File: src/rtl/mips_mc_ctrl_if.sv
// Control/handshake bundle between the multi-cycle controller (master) and the datapath/memory (slave).
interface mips_mc_ctrl_if;
    logic [5:0] opcode;
    logic       zero;
    logic       mem_ready;
    logic       pc_en;
    logic       pcsel;
    logic       jump;
    logic       ir_write;
    logic       mem_rd;
    logic       mem_wr;
    logic       iord;
    logic       reg_write;
    logic       reg_dst;
    logic       mem_to_reg;
    logic       alu_src;
    logic [1:0] alu_op;

    modport master (
        input  opcode, zero, mem_ready,
        output pc_en, pcsel, jump, ir_write, mem_rd, mem_wr, iord,
               reg_write, reg_dst, mem_to_reg, alu_src, alu_op
    );

    modport slave (
        output opcode, zero, mem_ready,
        input  pc_en, pcsel, jump, ir_write, mem_rd, mem_wr, iord,
               reg_write, reg_dst, mem_to_reg, alu_src, alu_op
    );
endinterface

File: src/rtl/mips_mc_ctrl.sv
// Multi-cycle MIPS control FSM with memory wait timeout (sticky bus_err) and retired-instruction counter.
// Optional CTRL_TRAP_EN: unknown opcodes trap to vector 0 and raise trap_flag instead of acting as NOPs.
module mips_mc_ctrl #(
    parameter int WAIT_MAX = 15,
    parameter int CNT_W    = 32
) (
    input  logic             clk,
    input  logic             reset,
    mips_mc_ctrl_if.master   bus,
    output logic             bus_err,
    output logic [CNT_W-1:0] instr_cnt,
    output logic [3:0]       state
`ifdef CTRL_TRAP_EN
    ,
    output logic             trap_flag
`endif
);

    typedef enum logic [3:0] {
        S_FETCH  = 4'd0,
        S_DECODE = 4'd1,
        S_MEMADR = 4'd2,
        S_MEMRD  = 4'd3,
        S_MEMWB  = 4'd4,
        S_MEMWR  = 4'd5,
        S_EXEC   = 4'd6,
        S_ALUWB  = 4'd7,
        S_BRANCH = 4'd8,
        S_JUMP   = 4'd9,
        S_HALT   = 4'd10,
        S_TRAP   = 4'd11
    } state_t;

    localparam logic [5:0] OP_RTYPE = 6'b000000;
    localparam logic [5:0] OP_LW    = 6'b100011;
    localparam logic [5:0] OP_SW    = 6'b101011;
    localparam logic [5:0] OP_BEQ   = 6'b000100;
    localparam logic [5:0] OP_J     = 6'b000010;
    localparam logic [5:0] OP_ADDI  = 6'b001000;
    localparam logic [7:0] WAIT_LAST = 8'(WAIT_MAX - 1);

    state_t           state_q, state_d;
    logic [7:0]       wait_cnt_q, wait_cnt_d;
    logic             bus_err_q, bus_err_d;
    logic [CNT_W-1:0] instr_cnt_q, instr_cnt_d;

    logic waiting, timeout, retire;
    logic pc_en, pcsel, jump, ir_write, mem_rd, mem_wr, iord;
    logic reg_write, reg_dst, mem_to_reg, alu_src;
    logic [1:0] alu_op;
`ifdef CTRL_TRAP_EN
    logic trap_c;
`endif

    always_ff @(posedge clk) begin
        if (reset) begin
            state_q     <= S_FETCH;
            wait_cnt_q  <= '0;
            bus_err_q   <= 1'b0;
            instr_cnt_q <= '0;
        end else begin
            state_q     <= state_d;
            wait_cnt_q  <= wait_cnt_d;
            bus_err_q   <= bus_err_d;
            instr_cnt_q <= instr_cnt_d;
        end
    end

    always_comb begin
        state_d    = state_q;
        retire     = 1'b0;
        pc_en      = 1'b0;
        pcsel      = 1'b0;
        jump       = 1'b0;
        ir_write   = 1'b0;
        mem_rd     = 1'b0;
        mem_wr     = 1'b0;
        iord       = 1'b0;
        reg_write  = 1'b0;
        reg_dst    = 1'b0;
        mem_to_reg = 1'b0;
        alu_src    = 1'b0;
        alu_op     = 2'b00;
`ifdef CTRL_TRAP_EN
        trap_c     = 1'b0;
`endif

        // The wait timer only runs while an access is outstanding; a ready on the last allowed cycle still wins.
        waiting    = (state_q == S_FETCH) || (state_q == S_MEMRD) || (state_q == S_MEMWR);
        timeout    = waiting && !bus.mem_ready && (wait_cnt_q == WAIT_LAST);
        wait_cnt_d = (waiting && !bus.mem_ready && !timeout) ? wait_cnt_q + 8'd1 : 8'd0;
        bus_err_d  = bus_err_q | timeout;

        case (state_q)
            S_FETCH: begin
                mem_rd = 1'b1;
                if (timeout) begin
                    state_d = S_HALT;
                end else if (bus.mem_ready) begin
                    ir_write = 1'b1;
                    pc_en    = 1'b1;
                    state_d  = S_DECODE;
                end
            end
            S_DECODE: begin
                case (bus.opcode)
                    OP_RTYPE, OP_ADDI: state_d = S_EXEC;
                    OP_LW, OP_SW:      state_d = S_MEMADR;
                    OP_BEQ:            state_d = S_BRANCH;
                    OP_J:              state_d = S_JUMP;
                    default: begin
`ifdef CTRL_TRAP_EN
                        state_d = S_TRAP;
`else
                        state_d = S_FETCH;
                        retire  = 1'b1;
`endif
                    end
                endcase
            end
            S_MEMADR: begin
                alu_src = 1'b1;
                state_d = (bus.opcode == OP_SW) ? S_MEMWR : S_MEMRD;
            end
            S_MEMRD: begin
                mem_rd = 1'b1;
                iord   = 1'b1;
                if (timeout)             state_d = S_HALT;
                else if (bus.mem_ready)  state_d = S_MEMWB;
            end
            S_MEMWB: begin
                reg_write  = 1'b1;
                mem_to_reg = 1'b1;
                retire     = 1'b1;
                state_d    = S_FETCH;
            end
            S_MEMWR: begin
                mem_wr = 1'b1;
                iord   = 1'b1;
                if (timeout) begin
                    state_d = S_HALT;
                end else if (bus.mem_ready) begin
                    retire  = 1'b1;
                    state_d = S_FETCH;
                end
            end
            S_EXEC: begin
                if (bus.opcode == OP_ADDI) alu_src = 1'b1;
                else                       alu_op  = 2'b10;
                state_d = S_ALUWB;
            end
            S_ALUWB: begin
                reg_write = 1'b1;
                reg_dst   = (bus.opcode == OP_RTYPE);
                retire    = 1'b1;
                state_d   = S_FETCH;
            end
            S_BRANCH: begin
                alu_op  = 2'b01;
                pcsel   = bus.zero;
                pc_en   = bus.zero;
                retire  = 1'b1;
                state_d = S_FETCH;
            end
            S_JUMP: begin
                jump    = 1'b1;
                pc_en   = 1'b1;
                retire  = 1'b1;
                state_d = S_FETCH;
            end
            S_HALT: state_d = S_HALT;
            S_TRAP: begin
`ifdef CTRL_TRAP_EN
                jump   = 1'b1;
                pc_en  = 1'b1;
                trap_c = 1'b1;
`endif
                state_d = S_FETCH;
            end
            default: state_d = S_FETCH;
        endcase

        // Strobes are held off while reset is asserted so an aborted access never writes.
        if (reset) begin
            pc_en      = 1'b0;
            pcsel      = 1'b0;
            jump       = 1'b0;
            ir_write   = 1'b0;
            mem_rd     = 1'b0;
            mem_wr     = 1'b0;
            iord       = 1'b0;
            reg_write  = 1'b0;
            reg_dst    = 1'b0;
            mem_to_reg = 1'b0;
            alu_src    = 1'b0;
            alu_op     = 2'b00;
`ifdef CTRL_TRAP_EN
            trap_c     = 1'b0;
`endif
        end

        instr_cnt_d = instr_cnt_q + {{(CNT_W-1){1'b0}}, retire};
    end

    assign bus.pc_en      = pc_en;
    assign bus.pcsel      = pcsel;
    assign bus.jump       = jump;
    assign bus.ir_write   = ir_write;
    assign bus.mem_rd     = mem_rd;
    assign bus.mem_wr     = mem_wr;
    assign bus.iord       = iord;
    assign bus.reg_write  = reg_write;
    assign bus.reg_dst    = reg_dst;
    assign bus.mem_to_reg = mem_to_reg;
    assign bus.alu_src    = alu_src;
    assign bus.alu_op     = alu_op;

    assign bus_err   = bus_err_q;
    assign instr_cnt = instr_cnt_q;
    assign state     = state_q;
`ifdef CTRL_TRAP_EN
    assign trap_flag = trap_c;
`endif

endmodule

File: src/flat_wrapper.sv
// flat-port wrapper written by rule: the top's interface ports become plain ports
module mips_mc_ctrl_flat 
#(
    parameter int WAIT_MAX = 15,
    parameter int CNT_W    = 32
)
  (clk, reset, bus_err, instr_cnt, state, bus_opcode, bus_zero, bus_mem_ready, bus_pc_en, bus_pcsel, bus_jump, bus_ir_write, bus_mem_rd, bus_mem_wr, bus_iord, bus_reg_write, bus_reg_dst, bus_mem_to_reg, bus_alu_src, bus_alu_op);
  mips_mc_ctrl_if bus_i ();
  input  logic clk;
  input  logic reset;
  output logic bus_err;
  output logic [CNT_W-1:0] instr_cnt;
  output logic [3:0] state;
  input wire logic [$bits(bus_i.opcode)-1:0] bus_opcode;
  input wire logic [$bits(bus_i.zero)-1:0] bus_zero;
  input wire logic [$bits(bus_i.mem_ready)-1:0] bus_mem_ready;
  output wire logic [$bits(bus_i.pc_en)-1:0] bus_pc_en;
  output wire logic [$bits(bus_i.pcsel)-1:0] bus_pcsel;
  output wire logic [$bits(bus_i.jump)-1:0] bus_jump;
  output wire logic [$bits(bus_i.ir_write)-1:0] bus_ir_write;
  output wire logic [$bits(bus_i.mem_rd)-1:0] bus_mem_rd;
  output wire logic [$bits(bus_i.mem_wr)-1:0] bus_mem_wr;
  output wire logic [$bits(bus_i.iord)-1:0] bus_iord;
  output wire logic [$bits(bus_i.reg_write)-1:0] bus_reg_write;
  output wire logic [$bits(bus_i.reg_dst)-1:0] bus_reg_dst;
  output wire logic [$bits(bus_i.mem_to_reg)-1:0] bus_mem_to_reg;
  output wire logic [$bits(bus_i.alu_src)-1:0] bus_alu_src;
  output wire logic [$bits(bus_i.alu_op)-1:0] bus_alu_op;
  assign bus_i.opcode = bus_opcode;
  assign bus_i.zero = bus_zero;
  assign bus_i.mem_ready = bus_mem_ready;
  assign bus_pc_en = bus_i.pc_en;
  assign bus_pcsel = bus_i.pcsel;
  assign bus_jump = bus_i.jump;
  assign bus_ir_write = bus_i.ir_write;
  assign bus_mem_rd = bus_i.mem_rd;
  assign bus_mem_wr = bus_i.mem_wr;
  assign bus_iord = bus_i.iord;
  assign bus_reg_write = bus_i.reg_write;
  assign bus_reg_dst = bus_i.reg_dst;
  assign bus_mem_to_reg = bus_i.mem_to_reg;
  assign bus_alu_src = bus_i.alu_src;
  assign bus_alu_op = bus_i.alu_op;
  mips_mc_ctrl #(.WAIT_MAX(WAIT_MAX), .CNT_W(CNT_W)) u_core (.clk(clk), .reset(reset), .bus(bus_i), .bus_err(bus_err), .instr_cnt(instr_cnt), .state(state));
endmodule
File: config.mk
export PLATFORM = sky130hd
export DESIGN_NAME = mips_mc_ctrl_flat
export DESIGN_NICKNAME = d
export VERILOG_FILES = /design/src/rtl/mips_mc_ctrl_if.sv /design/src/rtl/mips_mc_ctrl.sv /design/src/flat_wrapper.sv
export SDC_FILE = /design/constraint.sdc
export NUM_CORES = 1
export LEC_CHECK = 0
export ABC_CLOCK_PERIOD_IN_PS = 2700
export CAP_MARGIN = 30
export CORE_MARGIN = 2
export CORE_UTILIZATION = 45
export DETAILED_ROUTE_END_ITERATION = 10
export GPL_ROUTABILITY_DRIVEN = 0
export GPL_TIMING_DRIVEN = 0
export PLACE_DENSITY_LB_ADDON = 0.08
export RECOVER_POWER = 25
export SLEW_MARGIN = 15
export SYNTH_ARGS = -nofsm -noshare
export SYNTH_HDL_FRONTEND = slang
export SYNTH_SLANG_ARGS = --single-unit
File: constraint.sdc
create_clock -name clk -period 2.7 [get_ports clk]
set_input_delay 0.405 -clock clk [delete_from_list [all_inputs] [get_ports clk]]
set_output_delay 0.405 -clock clk [all_outputs]
set_load 0.1 [all_outputs]
Word-level counts from Yosys, hierarchy flattened
Index checks and enable logic that the tools add are counted.

Register bits: 45. Logic and storage cells: 84. Output and inout bits: 50.

Bitwise gates (word level): 2. Reduce and logical (&&, ||, !) cells: 18. Muxes and demuxes: 39. Equality and inequality tests: 19. $add $sub $neg: 2.

Operator list (count): 32-bit by 1-bit adder with 32-bit output (1); 4-bit one-hot mux with 7 select lines (1); 1-bit 2-to-1 mux (24); 4-bit 2-to-1 mux (6); 4-bit by 3-bit equality test with 1-bit output, second input constant (4); 4-bit one-hot mux with 4 select lines (1); 4-bit equality test, second input constant (3); 6-bit equality test, second input constant (2); 2-bit OR reduction (6); 3-bit by 2-bit != test with 1-bit output, second input constant (3); 8-bit by 1-bit adder with 8-bit output, second input constant (1); 4-bit by 2-bit equality test with 1-bit output, second input constant (2); 8-bit by 4-bit equality test with 1-bit output, second input constant (1); 6-bit by 2-bit equality test with 1-bit output, second input constant (1); 6-bit by 3-bit equality test with 1-bit output, second input constant (1); 6-bit by 4-bit equality test with 1-bit output, second input constant (1); 6-bit zero test (1); 1-bit one-hot mux with 3 select lines (2); 6-bit OR reduction (1); 4-bit by 1-bit equality test with 1-bit output, second input constant (1); 4-bit zero test (1); 2-bit 2-to-1 mux (2); 2-bit one-hot mux with 2 select lines (1); 4-bit OR reduction (1); other kinds (8) (12).

Logic depth before layout (Yosys ltp)
Word-level depth: 9. Depth in mapped cells: 12. Mapped depth without buffers: 12.

Least setup slack after synthesis
OpenSTA, ideal clock, no wires.

Path type: register -> output. Start: register u_core.state_q[2] (netlist: u_core.state[2]). End: output bus_reg_dst. Data arrival time: 4384 ps. Cell stages (with the launch flop): 4. Slack: -2089 ps. Cells stage by stage: dfxtp_1 clkbuf_1 nand2_1 nor4_1.

Cells in the longest elaborated chain, start to end: 3.

Ends and longest elaborated chain: from (decl) (RTL line mips_mc_ctrl.sv:42) `state_t state_q, state_d;`; from (signal assigned) (RTL line mips_mc_ctrl.sv:62) `state_q <= state_d;`; 4-bit by 3-bit equality test with 1-bit output (RTL line mips_mc_ctrl.sv:94) `case (state_q)`; 1-bit 2-to-1 mux (RTL line mips_mc_ctrl.sv:94); 1-bit 2-to-1 mux (RTL line mips_mc_ctrl.sv:184) `if (reset) begin`; to (decl) (RTL line flat_wrapper.sv:25) `output wire logic [$bits(bus_i.reg_dst)-1:0] bus_reg_dst;`.

No other way between the ends.

Worst setup path in the final report
Start: input reset. End: output bus_alu_op[1].

Cells in the longest elaborated chain, start to end: 1.

Ends and longest elaborated chain: from (decl) (RTL line flat_wrapper.sv:10) `input logic reset;`; 2-bit 2-to-1 mux (RTL line mips_mc_ctrl.sv:184); to (decl) (RTL line flat_wrapper.sv:28) `output wire logic [$bits(bus_i.alu_op)-1:0] bus_alu_op;`.

No other way between the ends.

==> flow_metrics.tcl <==
set metrics [dict create \
    worst-r2r-setup-slack_ps 170 \
    detailedRoute.firstPassIterationCount 5 \
    fraction_of_layout_instances_using_a_drive_strength_above_1_pct 14.99 \
    rsz0062_at_grt "no" \
    power.sequential.fraction_pct 47.6 \
    finalSetupViolCount 0 \
    postSynthRegisterBits 45 \
    power.internal_mw 1.025 \
    post-layout-total-power_mw 1.449 \
    syn_area_per_cell_um2 8.298 \
    cts_buffers 5 \
    grt_pass1_vias 1913 \
    clock_tree.root_cell "clkbuf_8" \
    port_buffers 59 \
    post_synthesis_net_count 294 \
    timing.final.hold_violations 0 \
    slew_headroom_pct 34.39 \
    sequential_fraction_of_the_synthesis_area_pct 38.77 \
    outcome "finished clean" \
    first_iter_violations 111 \
    worstSetupStartpoint "reset" \
    overall_routed_net_length_um 5298 \
    worstReg2RegEnd "u_core.instr_cnt[16]" \
    die-area_um2 5754 \
    timing.reg2reg.worst_path_depth 11 \
    crit_arrival_ps 2180 \
    postSynth.asyncResetShare_pct 0 \
    timing.final.crit_period_ps 2585 \
    grt_use_total_pct 19.17 \
    cp-end-kind "output pin" \
    top_level_ports 60 \
    critical_path.endpoint "bus_alu_op[1]" \
    vdd_ir_drop_max_v 0.0002729 \
    power-per-cell-area_nw_per_um2 449.3 \
    clock_tree_from_tritoncts "yes" \
    core_um2 5042 \
    syn_to_final_growth_pct 38.83 \
    route.antenna.remaining_nets 0 \
    final_net_count 360 \
    worst-slew-pin-transition_ps 981.0 \
    antenna_cells 0 \
    synth.top_cells.by_area "dfxtp_1 39%, xor2_1 10%, nor2_1 7.9%" \
    place.detailed.hpwl_um 3837 \
    start_util_pct 46.08 \
    leakage_nw 1.211 \
    fp.dieH_um 75.86 \
    hold_path_class "flip-flop to flip-flop" \
    detail_route.vias_per_cell 5.353 \
    syn_area_um2 2323 \
    floorplan.rows 26 \
    timing_worst_setup_path_type "primary input to output pin" \
    r2r-start "u_core.state[2]" \
    path_max_fanout 10 \
    cts_htree_levels 2 \
    vias 2232 \
    total_switching_power_mw 0.4240 \
    clock-sinks 45 \
    number_of_flops_mapped_to_enable_cells_by_yosys 0 \
    totalNegativeSetupSlack_ps 0 \
    setup_ws_ps 114.6 \
    cts_buffer_depth 2 \
    global_route_wire_length_before_repair_um 8569 \
    antenna_found_initial 0 \
    critPathRequiredTime_ps 2300 \
    drc 0 \
    synthDominantAreaCellType "dfxtp_1" \
    die_x_um 75.86 \
    synthesis.instances 280 \
    yosys.area.top_type_share_pct 38.77 \
    grt_start_max_net_pins 15 \
    synth_cell_types 41 \
    yosys_most_used_dff "dfxtp_1" \
    timing.max_cap.violations 0 \
    path_clk_slew_ps 80 \
    clock_skew_ps 6.019 \
    power.switching_fraction_pct 29.26 \
    synth_warnings 0 \
    worst_skew_pair.late_latency_ps 290 \
    final_max_slew_viol_count 0 \
    wl_per_cell_um 12.71 \
    dp_worst_slack_ps -870.4 \
    comb_power_share_pct 17.7 \
    final_min_period_over_clock_period_pct 95.76 \
    fmax_mhz 386.8 \
    clock_share_of_power_pct 34.7 \
    setup.worst_path.start_class "primary input" \
    hold_buffer_count_at_cts 0 \
    globalRouteOverflowTotal 0 \
]
cell families (layout without fill, tap and decap cells):
logic type,Yosys count,in the layout,share of synthesized area [%]
AO/OA/AOI/OAI,30,30,8.294
XOR/XNOR,36,36,13.57
adder cells (fa/ha/maj),4,4,2.154
buffers and inverters,19,86,3.931
flip-flops,45,45,38.77
AND/OR/NAND/NOR,146,146,33.28
metal layers:
metal / part of all wire (%) / wire, um / track usage (%) / vias up
met5: 0 / 0 / 0 / -
met4: 1.1 / 59 / 6.043 / 0
met3: 5.0 / 264 / 3.968 / 5
met2: 48 / 2525 / 31.51 / 75
met1: 46 / 2448 / 25.16 / 1032
li1: - / - / - / 1120
flip-flops by register name, summed over array words and instances (netlist names):
signal	cells
u_core.instr_cnt	32
u_core.bus_err	1
u_core.wait_cnt_q	8
u_core.state	4
power by group through the flow:
stage	Combinational, mW	Clock (mW)	Sequential [mW]
final	0.257	0.503	0.689
after global routing	0.271	0.542	0.692
after CTS	0.256	0.520	0.689
after detailed placement	0.254	0	0.704
after global placement	0.253	0	0.705
after floorplan	0.128	0	0.762
worst min-delay path by stage:
stage,from,to,slack [ps],depth (start not counted)
3_3_place_gp,u_core.wait_cnt_q[0],u_core.wait_cnt_q[0],460,1
5_1_grt,u_core.bus_err,u_core.bus_err,530,2
6_report,u_core.wait_cnt_q[0],u_core.wait_cnt_q[0],490,1
3_5_place_dp,u_core.wait_cnt_q[0],u_core.wait_cnt_q[0],470,1
4_1_cts,u_core.wait_cnt_q[0],u_core.wait_cnt_q[0],490,1
2_1_floorplan,u_core.wait_cnt_q[0],u_core.wait_cnt_q[0],440,1
cells in the final DEF (no fill, tap or decap), types with 5 or more instances in the layout:
cell type / instances
nor2_1: 44
dfxtp_1: 41
clkdlybuf4s50_1: 39
xor2_1: 27
nand2_1: 18
nand4_1: 16
and3_1: 14
nand3_1: 11
xnor2_1: 9
clkbuf_1: 7
a21oi_1: 7
and4_1: 7
o21ai_0: 6
clkdlybuf4s15_2: 6
dlygate4sd3_1: 6
or3_1: 5
inv_1: 5
clkbuf_8: 5
synth_stat cells, types with 2 or more instances:
cell type and instances:
ha_1 4, and2_1 5, o21ai_0 6, and3_1 14, a41oi_1 2, nand3_1 12, nor4_1 3, nor3_1 7
clkbuf_1 7, nor2_1 49, nand4_1 16, a22o_1 2, o22ai_1 3, and4_1 7, dfxtp_1 45, nor3b_1 2
inv_1 5, nor2b_1 2, xnor2_1 9, xor2_1 27, nand2_1 18, buf_6 2, a21oi_1 8, buf_2 4
or3_1 5
what timing repair did:
action	in CTS	in global routing
resized for setup	54	17
pin swaps	1	2
setup buffers	1	0
setup endpoints to repair	22	23
worst max-delay path, cell delays in order:
cell and delay [ps]:
clkdlybuf4s50_1 420, clkbuf_1 240, nor2_2 300, nand2_1 270
nor3b_4 220, buf_4 310
metrics by stage:
| stage | util [%] | area (um2) | hold WS (ps) | instances |
|---|---|---|---|---|
| global placement | 61.07 | 3079 | 459.7 | 409 |
| floorplan | - | 2401 | 437.5 | 280 |
| detailed placement | 61.07 | 3079 | 471.4 | 409 |
| global route | 63.97 | 3226 | 534.4 | 417 |
| CTS | 63.52 | 3203 | 493.1 | 417 |
| finish | 63.97 | 3226 | 491.5 | 417 |
area by class of cell:
class,count,area [um2]
fill,459,1817
multi-input combinational,216,1431
sequential,45,910.9
timing repair buffer,60,599.3
tap,70,87.58
clock buffer,6,72.57
buffer,13,66.31
clock inverter,2,38.79
inverter,5,18.77
Note: power is estimated with default switching activity, not from simulation.
